`config.mk`:
```
export PLATFORM = sky130hd
export DESIGN_NAME = mini_alu_vga_core
export DESIGN_NICKNAME = d
export VERILOG_FILES = /design/src/rtl/mini_alu_vga_core.sv
export SDC_FILE = /design/constraint.sdc
export NUM_CORES = 1
export LEC_CHECK = 0
export CORE_ASPECT_RATIO = 0.9
export CORE_UTILIZATION = 50
export DETAILED_ROUTE_END_ITERATION = 7
export GPL_TIMING_DRIVEN = 0
export PLACE_DENSITY_LB_ADDON = 0.15
export SYNTH_ARGS = -nofsm -noshare
export SYNTH_HDL_FRONTEND = slang
export SYNTH_SLANG_ARGS = --single-unit
```
`constraint.sdc`:
```
create_clock -name Clock -period 5.5 [get_ports Clock]
set_input_delay 1.1 -clock Clock [delete_from_list [all_inputs] [get_ports Clock]]
set_output_delay 1.1 -clock Clock [all_outputs]
set_load 0.05 [all_outputs]
```
`src/rtl/mini_alu_vga_core.sv`:
```
`default_nettype none
// ============================================================================
// Module   : mini_alu_vga_core
// Purpose  : Two-stage (fetch / execute) mini ALU core with a resettable
//            register file, branch flush, HALT state and a pixel-write
//            instruction driving a framebuffer write port (valid/ready).
// Ports    : Clock, Reset          - clock, synchronous active-high reset
//            oInstrAddr            - ROM address (current IP)
//            iInstruction          - ROM data {op,dst,src1,src0}
//            oVgaWrValid/iVgaWrReady - pixel write handshake
//            oVgaWrRow/Col/RGB     - pixel write payload
//            oHalted               - core halted
// Revision : 1.0 - initial release
// ============================================================================
module mini_alu_vga_core #(
  parameter int DATA_WIDTH     = 16,
  parameter int REG_ADDR_WIDTH = 4,
  parameter int IP_WIDTH       = 16,
  parameter int PIX_ADDR_WIDTH = 8,
  parameter int RGB_WIDTH      = 3
) (
  input  logic                      Clock,
  input  logic                      Reset,
  output logic [IP_WIDTH-1:0]       oInstrAddr,
  input  logic [27:0]               iInstruction,
  output logic                      oVgaWrValid,
  input  logic                      iVgaWrReady,
  output logic [PIX_ADDR_WIDTH-1:0] oVgaWrRow,
  output logic [PIX_ADDR_WIDTH-1:0] oVgaWrCol,
  output logic [RGB_WIDTH-1:0]      oVgaWrRGB,
  output logic                      oHalted
);

  localparam int NREGS = 2 ** REG_ADDR_WIDTH;

  localparam logic [3:0] OP_NOP  = 4'd0;
  localparam logic [3:0] OP_ADD  = 4'd1;
  localparam logic [3:0] OP_SUB  = 4'd2;
  localparam logic [3:0] OP_STO  = 4'd3;
  localparam logic [3:0] OP_BLE  = 4'd4;
  localparam logic [3:0] OP_JMP  = 4'd5;
  localparam logic [3:0] OP_AND  = 4'd6;
  localparam logic [3:0] OP_OR   = 4'd7;
  localparam logic [3:0] OP_VGA  = 4'd8;
  localparam logic [3:0] OP_HALT = 4'd15;

  typedef enum logic [0:0] {
    S_RUN  = 1'b0,
    S_HALT = 1'b1
  } state_t;

  state_t                r_state;
  logic [IP_WIDTH-1:0]   r_ip;
  logic [27:0]           r_ir;
  logic [DATA_WIDTH-1:0] r_regs [NREGS];

  logic [3:0]            w_op;
  logic [7:0]            w_dst;
  logic [7:0]            w_src1;
  logic [7:0]            w_src0;
  logic [DATA_WIDTH-1:0] w_a;
  logic [DATA_WIDTH-1:0] w_b;
  logic [DATA_WIDTH-1:0] w_result;
  logic                  w_we;
  logic                  w_taken;
  logic                  w_valid;
  logic                  w_stall;

  assign w_op   = r_ir[27:24];
  assign w_dst  = r_ir[23:16];
  assign w_src1 = r_ir[15:8];
  assign w_src0 = r_ir[7:0];

  // Register operands are read straight from IR; a write committed at the
  // previous edge is already visible here, so no forwarding is required.
  assign w_a = r_regs[w_src1[REG_ADDR_WIDTH-1:0]];
  assign w_b = r_regs[w_src0[REG_ADDR_WIDTH-1:0]];

  always_comb begin
    w_result = '0;
    w_we     = 1'b0;
    w_taken  = 1'b0;
    case (w_op)
      OP_ADD: begin w_result = w_a + w_b; w_we = 1'b1; end
      OP_SUB: begin w_result = w_a - w_b; w_we = 1'b1; end
      // Immediate {src1,src0} is resized (zero-extend or truncate) to the datapath.
      OP_STO: begin w_result = DATA_WIDTH'({w_src1, w_src0}); w_we = 1'b1; end
      OP_BLE: w_taken = (w_a <= w_b);
      OP_JMP: w_taken = 1'b1;
      OP_AND: begin w_result = w_a & w_b; w_we = 1'b1; end
      OP_OR:  begin w_result = w_a | w_b; w_we = 1'b1; end
      default: ;
    endcase
  end

  // Valid is a pure function of the executing instruction; ready only
  // decides whether the pipeline may move on.
  assign w_valid = (w_op == OP_VGA) && (r_state == S_RUN);
  assign w_stall = w_valid && !iVgaWrReady;

  always_ff @(posedge Clock) begin
    if (Reset) begin
      r_state <= S_RUN;
      r_ip    <= '0;
      r_ir    <= '0;
      for (int i = 0; i < NREGS; i++) begin
        r_regs[i] <= '0;
      end
    end else begin
      case (r_state)
        S_RUN: begin
          if (w_op == OP_HALT) begin
            // IP holds; the instruction fetched behind HALT is dropped.
            r_state <= S_HALT;
            r_ir    <= '0;
          end else if (w_stall) begin
            // Hold IP and IR so the pixel payload stays stable.
          end else if (w_taken) begin
            // Flush the already-fetched successor: one bubble.
            r_ip <= IP_WIDTH'(w_dst);
            r_ir <= '0;
          end else begin
            r_ip <= r_ip + IP_WIDTH'(1);
            r_ir <= iInstruction;
          end
          if (w_we) begin
            r_regs[w_dst[REG_ADDR_WIDTH-1:0]] <= w_result;
          end
        end
        default: begin
          r_state <= S_HALT;
        end
      endcase
    end
  end

  assign oInstrAddr  = r_ip;
  assign oVgaWrValid = w_valid;
  assign oVgaWrRow   = w_a[PIX_ADDR_WIDTH-1:0];
  assign oVgaWrCol   = w_b[PIX_ADDR_WIDTH-1:0];
  assign oVgaWrRGB   = w_dst[RGB_WIDTH-1:0];
  assign oHalted     = (r_state == S_HALT);

endmodule
`default_nettype wire

```
# Yosys cells after proc, flatten, opt, wreduce, memory -nomap -nowiden

Memory sizes are Yosys's and may differ from the RTL's. A register that Yosys moved wholly into a read port is not among the register bits.
Index checks and enable logic that the tools add are counted.

RAM bits: 256
Memories: 1
Bits in latches: 0
Word-level logic and storage cells: 52
Flip-flop bits (word level): 45
Memory bits (read-only): 0
Output and inout bits: 37

Memory list:

| memory | words | bits a word | rd ports | clocked after Yosys merged registers in | write ports | line | RTL |
|---|---|---|---|---|---|---|---|
| r_regs | 16    | 16          | 2        | 2                                       | 16          | 55   | `logic [DATA_WIDTH-1:0] r_regs [NREGS];` |

Shift operators: 0
Order comparisons: 1
$mul: 0
Divide/modulo/power cells: 0
Reductions and logical operators: 7
Equal/unequal tests: 10
Bitwise operators: 5
$add $sub $neg: 3
Mux-type cells: 22

Operator list:

| cell                                                             | number |
|---|---|
| 28-bit two-way mux                                               | 3 |
| 16-bit one-hot mux with 5 select lines                           | 1 |
| 16-bit two-way mux                                               | 2 |
| 4-bit two-way mux                                                | 5 |
| 16-bit by 1-bit adder with 16-bit output (second input constant) | 1 |
| 16-bit adder                                                     | 1 |
| 16-bit AND                                                       | 1 |
| 4-bit by 3-bit == test with 1-bit output (second input constant) | 4 |
| 16-bit <= comparator                                             | 1 |
| 16-bit OR                                                        | 1 |
| 16-bit OR reduction                                              | 1 |
| 16-bit subtractor                                                | 1 |
| 1-bit two-way mux                                                | 10 |
| 4-bit by 2-bit == test with 1-bit output (second input constant) | 2 |
| 4-bit == test (second input constant)                            | 2 |
| 5-bit OR reduction                                               | 1 |
| 4-bit by 1-bit == test with 1-bit output (second input constant) | 1 |
| 1-bit NOT                                                        | 3 |
| 3-bit AND reduction                                              | 1 |
| 1-bit logical AND                                                | 2 |
| 2-bit by 1-bit != test with 1-bit output (second input constant) | 1 |
| 1-bit one-hot mux with 2 select lines                            | 1 |
| 2-bit AND reduction                                              | 1 |
| 1-bit zero test                                                  | 1 |

# Logic depth before layout (Yosys ltp)

Gate-level depths: netlist of the first run.

Word-level depth: 9
Gate-level depth with buffers: 16
Depth with buffers taken out: 12

# Least setup slack after synthesis of the first run

Ideal clock, no wire load.

Kind: reg-to-reg
From: reg (tool-made name)
To: mem r_regs[10][14] (data pin)
Period minus slack after synthesis: 4.755 ns
Cell stages (with the launch flop): 15
Library setup time: 0.266 ns
Setup slack: 0.745 ns
Arrival time: 4.489 ns
Cell sequence: dfxtp_1 buf_2 buf_1 mux4_2 mux4_2 ha_1 fa_1 a21o_1 a221oi_2 o21ai_1 a221oi_2 mux2i_1 a211oi_2 buf_4 nor2_1

RTL lines:

| item      | line |
|---|---|
| to (decl) | 55 |

==> metrics.md, run 1 <==
| Metric | Value |
|---|---|
| Measured slew at the worst slew-check pin | 1.406 ns |
| FF-to-FF path depth | 16 |
| Crit path required time | 5.78 ns |
| Global-route wire length before repair | 73420 µm |
| Later-pin clock latency in the skew report | 0.54 ns |
| Peak VDD IR | 0.0002607 V |
| Asr flop ratio synth | 0% |
| TritonCTS Buffers | 35 |
| Count of pins over their slew limit | 0 |
| Maximum clock insertion buffer count | 3 |
| Number of synthesized flops with an enable pin | 256 |
| Die area | 35610 µm² |
| Dpl cell area | 18680 µm² |
| DP HPWL | 38310 µm |
| Average size of a mapped cell | 12.80 µm² |
| Post-placement worst setup slack | -0.8191 ns |
| All-Layer GR Usage | 28.63% |
| Synth cell types | 81 |
| Arrival @ worst endpoint | 5.60 ns |
| Final Cycle Share | 96.87% |
| PD cells | 375.2 nW/µm² |
| # clock sinks | 309 |
| Finished layout cell area | 20000 µm² |
| Most used cell, CP | buf_2 |
| Minimum clock period | 5.328 ns |
| Reg-to-Reg End | r_regs[12][15] |
| R2R setup slack | 0.17 ns |
| Cell taking the most area after synthesis | edfxtp_1 |
| Post-route ant nets | 0 |
| Setup Viol. Count Final | 0 |
| Antenna fix cells | 0 |
| Clock-pin slew on the worst setup and hold paths | 0.06 ns |
| Std cell rows | 64 |
| Hold Crit Endpoint | r_ir[22] |
| Top post-synthesis cells by count | nor2_1 (303), edfxtp_1 (256), mux4_2 (160), nand2_1 (57), clkbuf_1 (56) |
| Max-cap viol count | 0 |
| Total number of vias | 12320 |
| CP max stage delay | 0.62 ns |
| Register area share after synthesis | 50.19% |
| Synthesized area | 17430 µm² |
| Core area | 34190 µm² |
| Initial antenna violation count | 2 |
| Area contributors post-synth | edfxtp_1 (44%), mux4_2 (21%), nor2_1 (6.5%) |
| Crit-path cells | buf_2, clkbuf_4, mux4_2, mux4_2, inv_1, ha_1, buf_2, inv_2, o31ai_1, o21ai_2, o41ai_1, xor2_1, a211oi_4, buf_12, buf_2, nor2_1 |
| Hold Path Depth | 1 |
| Buf/Inv on CP | 7 |
| Clk_skew | 0.02140 ns |
| CP top delay family | buffers and inverters |
| Synth Warn # | 0 |
| Vias per cell | 6.290 |
| Area delta synth->final | 14.77% |
| Clk root buf | clkbuf_16 |
| Main synth FF type | edfxtp_1 |
| Worst-path maximum fanout | 10 |
| Seq cells post-synth | 309 |
| TritonCTS clock tree | done |
| Layout cell share with drive strength beyond 1 | 21.98% |
| Fillers | 2841 |
| Kind of critical path | register to register |
| Outcome | finished, final reports clean |
| Startpoint Class | register |
| Post-Syn Instances | 1362 |
| Vias in the first global route | 11800 |
| # DRC | 0 |
| Final hold vios | 0 |
| Synth top area share | 44.11% |
| Worst setup margin | 0.1723 ns |
| Grt ovf | 0 |
| P_leak | 6.850 nW |
| Fmax | 187.7 MHz |
| # nets final | 1555 |
| Hold WS | 0.4743 ns |
| Max H-tree Level | 2 |
| Gpl congestion | 0.9165 |
| Drt first pass iters | 5 |
| Syn nets | 1446 |
| Relative slew slack | 6.018% |
| 1st-iter DRT viols | 1298 |
| Initial core utilization | 50.97% |
| # IOs | 68 |
| Largest net degree at the start of global routing | 17 |
| Worst setup EP type | register |
| Chip width | 198.8 µm |
| Final core occ | 58.50% |
| Min-Delay Startpoint | r_ir[22] |
| Wirelength per Cell | 25.53 µm |
| Count of input and output buffers | 67 |
| Most frequent cell after synthesis | nor2_1 |
| Die Span Y | 179.1 µm |
| HP Class | register to register |
| Slowest cell on crit path | o41ai_1 |
| Total Routed Length | 50010 µm |
metal layers:
metal	routed length (µm)	up-vias	track usage [%]	share of wire (%)
met2	23260	642	45.61	47
met1	20500	6249	39.80	41
met3	5230	81	6.640	10
li1	-	5349	-	-
met5	9	-	0	0.018
met4	1007	2	7.115	2.0
cell type report:
class / count / area [µm²] / area share [%]
plain buffers: 109 / 561.8 / 2.808
clock buffers: 40 / 915.9 / 4.578
multi-input cells: 887 / 8010 / 40.04
clock inverters: 23 / 246.5 / 1.232
well taps: 462 / 578.1 / 2.890
repair buffers: 74 / 735.7 / 3.678
inverters: 55 / 206.4 / 1.032
flip-flops and latches: 309 / 8750 / 43.74
cells in the final DEF (no fill, tap or decap), types with 5 or more instances in the layout:
cell type          n
a21oi_1           34
nor2_2             8
clkdlybuf4s50_1   67
ha_1              51
inv_1             52
nor2_1           303
clkbuf_1          44
nor3b_1            6
clkbuf_4           6
buf_1              7
buf_2             28
clkbuf_2          14
a211oi_4           6
clkinv_2           5
edfxtp_1         256
nand3_1           13
dfxtp_1           52
nand4_1            9
buf_4             13
nand2b_1          22
clkbuf_16         35
a22oi_1           15
o31ai_1            5
mux2i_1            8
mux4_2           160
a22o_1            25
a21o_1             5
nand2_1           57
clkinv_1           6
o211ai_1           7
nor3_1            10
o21ai_0           22
xnor2_1           13
nor2b_1           11
metrics by stage:
| step | TNS, ns | power, mW | std cells |
|---|---|---|---|
| floorplan | 0 | 4.326 | 1362 |
| global placement | -56.49 | 5.020 | 1891 |
| detailed placement | -46.14 | 5.037 | 1891 |
| CTS | 0 | 7.458 | 1957 |
| global route | -0.3281 | 7.761 | 1959 |
| finish | 0 | 7.505 | 1959 |
worst max-delay path by stage:
| stage | start | endpoint | slack (ns) | cells past startpoint |
|---|---|---|---|---|
| after floorplan | register | r_regs[10][14] | 0.74 | 14 |
| after global placement | register | r_regs[13][15] | -0.91 | 15 |
| after detailed placement | register | r_regs[15][15] | -0.82 | 15 |
| after CTS | register | r_regs[12][11] | 0.007 | 15 |
| after global routing | register | r_regs[9][15] | -0.05 | 16 |
| final | register | r_regs[12][15] | 0.17 | 16 |
repair_timing:
item	CTS	global route
pin swaps	2	2
hold buffers	0	0
setup buffers	4	3
endpoints found under the setup margin	130	103
gates cloned	0	0
gates resized for setup	23	21
report_power, final:
group	switching [mW]	internal (mW)
clock network	0.986	1.40
logic	1.53	0.868
registers	0.0804	2.65
total	2.59	4.91
registers in the layout (all words and copies together) (netlist names), named ones only:
signal / count
oInstrAddr: 16
oHalted: 1
r_regs: 256
r_ir: 28
kinds of logic after synthesis:
logic type                 count (synthesis)  share of synthesized area, %
AOI/OAI and AO/OA                        180                         7.840
adders and majority gates                 53                         3.891
xor gates and xnor gates                  17                        0.8543
buffers and inverters                    166                         4.257
muxes                                    168                         21.13
and+or+nand+nor                          469                         11.83
DFF                                      309                         50.19
No activity file was read; power rests on OpenSTA's default activity.
==> run 2, diff against run 1 <==
Settings changed: CTS_CLUSTER_SIZE set to 10, DONT_BUFFER_PORTS set to 1, SLEW_MARGIN set to 20.
==> metrics.md, run 2 (same netlist as run 1, synthesis figures left out) <==
| Metric | Value |
|---|---|
| Clk root buf | clkbuf_16 (unchanged) |
| Max-cap viol count | 0 (unchanged) |
| Gpl congestion | 0.9012 (was 0.9165) |
| Register Area | 8750 µm² (unchanged) |
| Maximum clock insertion buffer count | 3 (unchanged) |
| Area occupied by multi-input gates | 8035 µm² (was 8010 µm²) |
| Top sig layer | met4 (was met5) |
| Worst setup EP type | register (unchanged) |
| CP top delay family | compound AO/OA/AOI/OAI gates (was buffers and inverters) |
| Reg-to-Reg End | r_regs[11][14] (was r_regs[12][15]) |
| # IOs | 68 (unchanged) |
| Minimum clock period | 5.315 ns (was 5.328 ns) |
| Initial antenna violation count | 0 (was 2) |
| Drt first pass iters | 6 (was 5) |
| Clock-pin slew on the worst setup and hold paths | 0.05 ns (was 0.06 ns) |
| Wirelength per Cell | 25.84 µm (was 25.53 µm) |
| Std cell rows | 64 (unchanged) |
| Post-route ant nets | 0 (unchanged) |
| Most used cell, CP | mux4_2 (was buf_2) |
| PD cells | 377.5 nW/µm² (was 375.2 nW/µm²) |
| Crit path required time | 5.77 ns (was 5.78 ns) |
| RSZ-0062 raised after global routing | no |
| R2R setup slack | 0.18 ns (was 0.17 ns) |
| # DRC | 0 (unchanged) |
| Largest net degree at the start of global routing | 17 (unchanged) |
| Area delta synth->final | 10.75% (was 14.77%) |
| Fillers | 2862 (was 2841) |
| Most common cell after layout, fill and taps aside | nor2_1 (unchanged) |
| Measured slew at the worst slew-check pin | 1.018 ns (was 1.406 ns) |
| Overall power | 7.286 mW (was 7.505 mW) |
| Hold-fix buffers, CTS | 0 (unchanged) |
| Core area | 34190 µm² (unchanged) |
| Kind of critical path | register to register (unchanged) |
| Met2 wire length | 23020 µm (was 23260 µm) |
| Most frequent cells in the layout | nor2_1 (303), edfxtp_1 (256), mux4_2 (160) (unchanged) |
| Grt ovf | 0 (unchanged) |
| All-Layer GR Usage | 28.28% (was 28.63%) |
| P_leak | 6.568 nW (was 6.850 nW) |
| Later-pin clock latency in the skew report | 0.54 ns (about the same) |
| Die area | 35610 µm² (unchanged) |
| TritonCTS clock tree | done (unchanged) |
| Max H-tree Level | 2 (unchanged) |
| Peak VDD IR | 0.0002182 V (was 0.0002607 V) |
| Total number of vias | 11840 (was 12320) |
| Relative slew slack | 31.72% (was 6.018%) |
| Slowest cell on crit path | dfxtp_1 (was o41ai_1) |
| Largest register FFs | 256 (unchanged) |
| Hold WS | 0.4795 ns (was 0.4743 ns) |
| Setup Viol. Count Final | 0 (unchanged) |
| Antenna fix cells | 0 (unchanged) |
| Layout cell share with drive strength beyond 1 | 22.49% (was 21.98%) |
| Total Routed Length | 48710 µm (was 50010 µm) |
| Placed insts | 1826 (was 1891) |
| DP HPWL | 37990 µm (was 38310 µm) |
| Final hold vios | 0 (unchanged) |
| # clock sinks | 309 (unchanged) |
| Hold Path Depth | 2 (was 1) |
| HP Class | register to register (unchanged) |
| Count of input and output buffers | 0 (was 67) |
| # nets final | 1492 (was 1555) |
| Fmax | 188.1 MHz (was 187.7 MHz) |
| Startpoint Class | register (unchanged) |
| Clk_skew | 0.01877 ns (was 0.02140 ns) |
| Count of pins over their slew limit | 0 (unchanged) |
| Chip width | 198.8 µm (unchanged) |
| Worst-path maximum fanout | 10 (unchanged) |
| CP max stage delay | 0.74 ns (was 0.62 ns) |
| Post-Layout Cell Count | 1885 (was 1959) |
| Crit path depth | 13 (was 16) |
| Outcome | finished, final reports clean (unchanged) |
| Crit-path cells | clkbuf_2, mux4_2, mux4_2, ha_1, fa_1, o21ba_2, or2_4, a21oi_1, o22ai_1, xnor2_1, a211oi_4, buf_4, nor2_1 (was buf_2, clkbuf_4, mux4_2, mux4_2, inv_1, ha_1, buf_2, inv_2, o31ai_1, o21ai_2, o41ai_1, xor2_1, a211oi_4, buf_12, buf_2, nor2_1) |
| TritonCTS Buffers | 37 (was 35) |
| Met3 routed wirelength | 4779 µm (was 5230 µm) |
| Top reg by flops | r_regs (unchanged) |
| Global-route wire length before repair | 73000 µm (was 73420 µm) |
| Vias per cell | 6.279 (was 6.290) |
| Buf/Inv on CP | 2 (was 7) |
| Vias in the first global route | 11830 (was 11800) |
| FF-to-FF path depth | 13 (was 16) |
| Initial core utilization | 50.97% (unchanged) |
| Min-Delay Startpoint | r_ir[22] (unchanged) |
| 1st-iter DRT viols | 1123 (was 1298) |
| Hold Crit Endpoint | oInstrAddr[6] (was r_ir[22]) |
| M1 WL | 19870 µm (was 20500 µm) |
| Final Cycle Share | 96.64% (was 96.87%) |
| Die Span Y | 179.1 µm (unchanged) |
| Arrival @ worst endpoint | 5.58 ns (was 5.60 ns) |
## run 2: cell types whose count changed in the layout (fill, tap and decap cells not counted), sizes merged, moves of 4 or more
cell and delta:
clkdlybuf4s50 -67, bufinv -4, clkinv -12, clkbuf +10
## run 2: how the worst max path moves through the flow
stage	endpoint
2_1_floorplan	r_regs[10][14]
3_3_place_gp	r_regs[13][15]
3_5_place_dp	r_regs[7][15]
4_1_cts	r_regs[12][14]
5_1_grt	r_regs[13][12]
6_report	r_regs[11][14]
## run 2: per-layer routing
metal	GRT usage (%)	vias up
met5	0	-
met4	6.795	0
met3	6.226	89
met2	46.33	553
met1	38.50	5985
li1	-	5209
## run 2: power breakdown
group          internal, mW  total [mW]  switching [mW]
logic                 0.807        2.29            1.49
registers              2.65        2.76           0.111
clock network          1.27        2.23           0.959
## run 2: worst reg2reg max path, delay by kind of cell (launching register included)
kind	cells	cell delay (ns)
compound gates	4	1.18
xor+xnor	1	0.21
fa+ha+maj	2	0.74
buf+inv	2	0.72
flops	1	0.74
mux	2	1.13
simple gates	2	0.32
## run 2: layout make-up
class,instances,area share (%)
inverters,55,1.070
clock inverters,3,0.2139
repair buffers,9,0.4602
clock buffers,51,5.231
flip-flops and latches,309,45.33
well taps,462,2.995
multi-input cells,887,41.63
plain buffers,109,3.073
## run 2: timing repair
action | in CTS | in global routing
setup endpoints to repair | 196 | 119
pin swaps | 2 | 2
gates cloned | 0 | 0
setup buffers | 3 | 4
resized for setup | 37 | 17
## run 2: stage by stage
stage	setup WS (ns)	TNS, ns	util, %	cell area (µm²)
detailed placement	-0.7183	-58.31	52.71	18020
floorplan	0.7449	0	-	17430
global placement	-0.6837	-55.37	52.66	18010
CTS	0.01401	0	56.12	19190
global route	0.01281	0	56.45	19300
finish	0.1846	0	56.45	19300
==> run 3, diff against run 2 <==
Settings changed: ABC_CLOCK_PERIOD_IN_PS set to 5500, CORE_MARGIN set to 4.
==> metrics.md, run 3 (same netlist as run 1, synthesis figures left out) <==
| Metric | Value |
|---|---|
| Worst setup EP type | register (unchanged) |
| Later-pin clock latency in the skew report | 0.53 ns (was 0.54 ns) |
| CP max stage delay | 0.70 ns (was 0.74 ns) |
| GR peak layer | met2 (unchanged) |
| Met3 Resource Use GR | 5.830% (was 6.226%) |
| DP HPWL | 38030 µm (was 37990 µm) |
| Outcome | finished, final reports clean (unchanged) |
| Wirelength per Cell | 26.09 µm (was 25.84 µm) |
| Clock-pin slew on the worst setup and hold paths | 0.06 ns (was 0.05 ns) |
| Max H-tree Level | 2 (unchanged) |
| 1st-iter DRT viols | 1249 (was 1123) |
| Startpoint Class | register (unchanged) |
| # clock sinks | 309 (unchanged) |
| Hold WS | 0.4896 ns (was 0.4795 ns) |
| Die Span Y | 185.1 µm (was 179.1 µm) |
| Vias per cell | 6.332 (was 6.279) |
| Total number of vias | 11950 (was 11840) |
| Setup TNS | 0 ns (unchanged) |
| Crit-path cells | clkbuf_4, buf_4, mux4_2, mux4_2, ha_1, fa_1, a21o_1, a221oi_2, o21ai_1, a221oi_2, mux2i_1, a211oi_4, buf_4, nor2_1 (was clkbuf_2, mux4_2, mux4_2, ha_1, fa_1, o21ba_2, or2_4, a21oi_1, o22ai_1, xnor2_1, a211oi_4, buf_4, nor2_1) |
| Max-cap viol count | 0 (unchanged) |
| Final core occ | 56.43% (was 56.45%) |
| Final Cycle Share | 97.08% (was 96.64%) |
| Count of pins over their slew limit | 0 (unchanged) |
| Hold-fix buffers, CTS | 0 (unchanged) |
| Peak VDD IR | 0.0002622 V (was 0.0002182 V) |
| Chip width | 204.8 µm (was 198.8 µm) |
| All-Layer GR Usage | 26.02% (was 28.28%) |
| TritonCTS Buffers | 37 (unchanged) |
| Setup Viol. Count Final | 0 (unchanged) |
| Measured slew at the worst slew-check pin | 1.082 ns (was 1.018 ns) |
| Fmax | 187.3 MHz (was 188.1 MHz) |
| TritonCTS clock tree | done (unchanged) |
| Core area | 34190 µm² (unchanged) |
| Crit path required time | 5.75 ns (was 5.77 ns) |
| # DRC | 0 (unchanged) |
| Minimum clock period | 5.339 ns (was 5.315 ns) |
| Buf/Inv on CP | 3 (was 2) |
| Arrival @ worst endpoint | 5.59 ns (was 5.58 ns) |
| # IOs | 68 (unchanged) |
| Most common cell after layout, fill and taps aside | nor2_1 (unchanged) |
| Kind of critical path | register to register (unchanged) |
| Area delta synth->final | 10.70% (was 10.75%) |
| Grt ovf | 0 (unchanged) |
| Maximum clock insertion buffer count | 3 (unchanged) |
| # nets final | 1494 (was 1492) |
| Count of input and output buffers | 0 (unchanged) |
| Met1 Use GR | 36.90% (was 38.50%) |
| Initial antenna violation count | 1 (was 0) |
| Clk root buf | clkbuf_16 (unchanged) |
| HP Class | register to register (unchanged) |
| Global-route wire length before repair | 73460 µm (was 73000 µm) |
| Std cell rows | 64 (unchanged) |
| Largest net degree at the start of global routing | 17 (unchanged) |
| Total Routed Length | 49220 µm (was 48710 µm) |
| Largest register FFs | 256 (unchanged) |
| Die area | 37910 µm² (was 35610 µm²) |
| Final hold vios | 0 (unchanged) |
| Slowest cell on crit path | mux4_2 (was dfxtp_1) |
| Worst-path maximum fanout | 10 (unchanged) |
| Drt first pass iters | 6 (unchanged) |
| Relative slew slack | 27.43% (was 31.72%) |
| Post-Layout Cell Count | 1887 (was 1885) |
| P_leak | 6.567 nW (was 6.568 nW) |
| Placed insts | 1826 (unchanged) |
| CP top delay family | compound AO/OA/AOI/OAI gates (unchanged) |
| Met2 Use GR | 42.22% (was 46.33%) |
| Most frequent cells in the layout | nor2_1 (303), edfxtp_1 (256), mux4_2 (160) (unchanged) |
| Vias in the first global route | 11750 (was 11830) |
| Initial core utilization | 50.97% (unchanged) |
| PD cells | 375.6 nW/µm² (was 377.5 nW/µm²) |
| Layout cell share with drive strength beyond 1 | 22.39% (was 22.49%) |
| Top reg by flops | r_regs (unchanged) |
| Post-route ant nets | 0 (unchanged) |
| Clk_skew | 0.01543 ns (was 0.01877 ns) |
| Gpl congestion | 0.9443 (was 0.9012) |
| Antenna fix cells | 0 (unchanged) |
-- run 3: routing by layer --
layer | vias to the layer above | wire (µm)
met3 | 78 | 5033
met4 | 0 | 922
met1 | 6023 | 20120
met5 | - | 0
met2 | 631 | 23150
li1 | 5216 | -
-- run 3: path summary, 6_finish.rpt --
check,start,endpoint,slack [ns],depth (start not counted)
worst max-delay path,register,r_regs[6][14],0.16,14
worst min-delay path,r_ir[4],r_ir[4],0.49,1
worst max register to register,register,r_regs[6][14],0.16,14
worst min register to register,r_ir[4],r_ir[4],0.49,1
-- run 3: per-stage QoR --
stage,power [mW],setup slack (ns),area (µm²)
5_1_grt,7.534,-0.01023,19290
4_1_cts,7.204,0.008643,19210
2_1_floorplan,4.326,0.7449,17430
3_3_place_gp,4.895,-0.7051,18010
3_5_place_dp,4.935,-0.7576,18030
6_report,7.248,0.1607,19290
-- run 3: area by class of cell --
cell class | count | area (µm²)
Fill cell | 2825 | 14900
Inverter | 55 | 206.4
Clock buffer | 51 | 1020
Buffer | 109 | 588.1
Clock inverter | 3 | 40.04
Multi-Input combinational cell | 887 | 8021
Timing Repair Buffer | 11 | 91.34
Tap cell | 462 | 578.1
Sequential cell | 309 | 8750
-- run 3: where the power goes --
part | switching [mW] | total, mW | internal, mW
Combinational | 1.47 | 2.27 | 0.801
Sequential | 0.111 | 2.76 | 2.65
Clock | 0.928 | 2.21 | 1.29
-- run 3: timing repair --
item | 4_1_cts | 5_1_grt
gates resized for setup | 37 | 11
buffers inserted | 2 | 7
pin swaps | 1 | 3
cloned | 0 | 0
endpoints found under the setup margin | 225 | 110
-- run 3: worst reg2reg max path, cell delays in order (launching register included) --
cell and delay [ns]:
dfxtp_1 0.37, clkbuf_4 0.29, buf_4 0.32, mux4_2 0.61, mux4_2 0.70, ha_1 0.35
fa_1 0.43, a21o_1 0.21, a221oi_2 0.35, o21ai_1 0.24, a221oi_2 0.33, mux2i_1 0.16
a211oi_4 0.34, buf_4 0.27, nor2_1 0.07
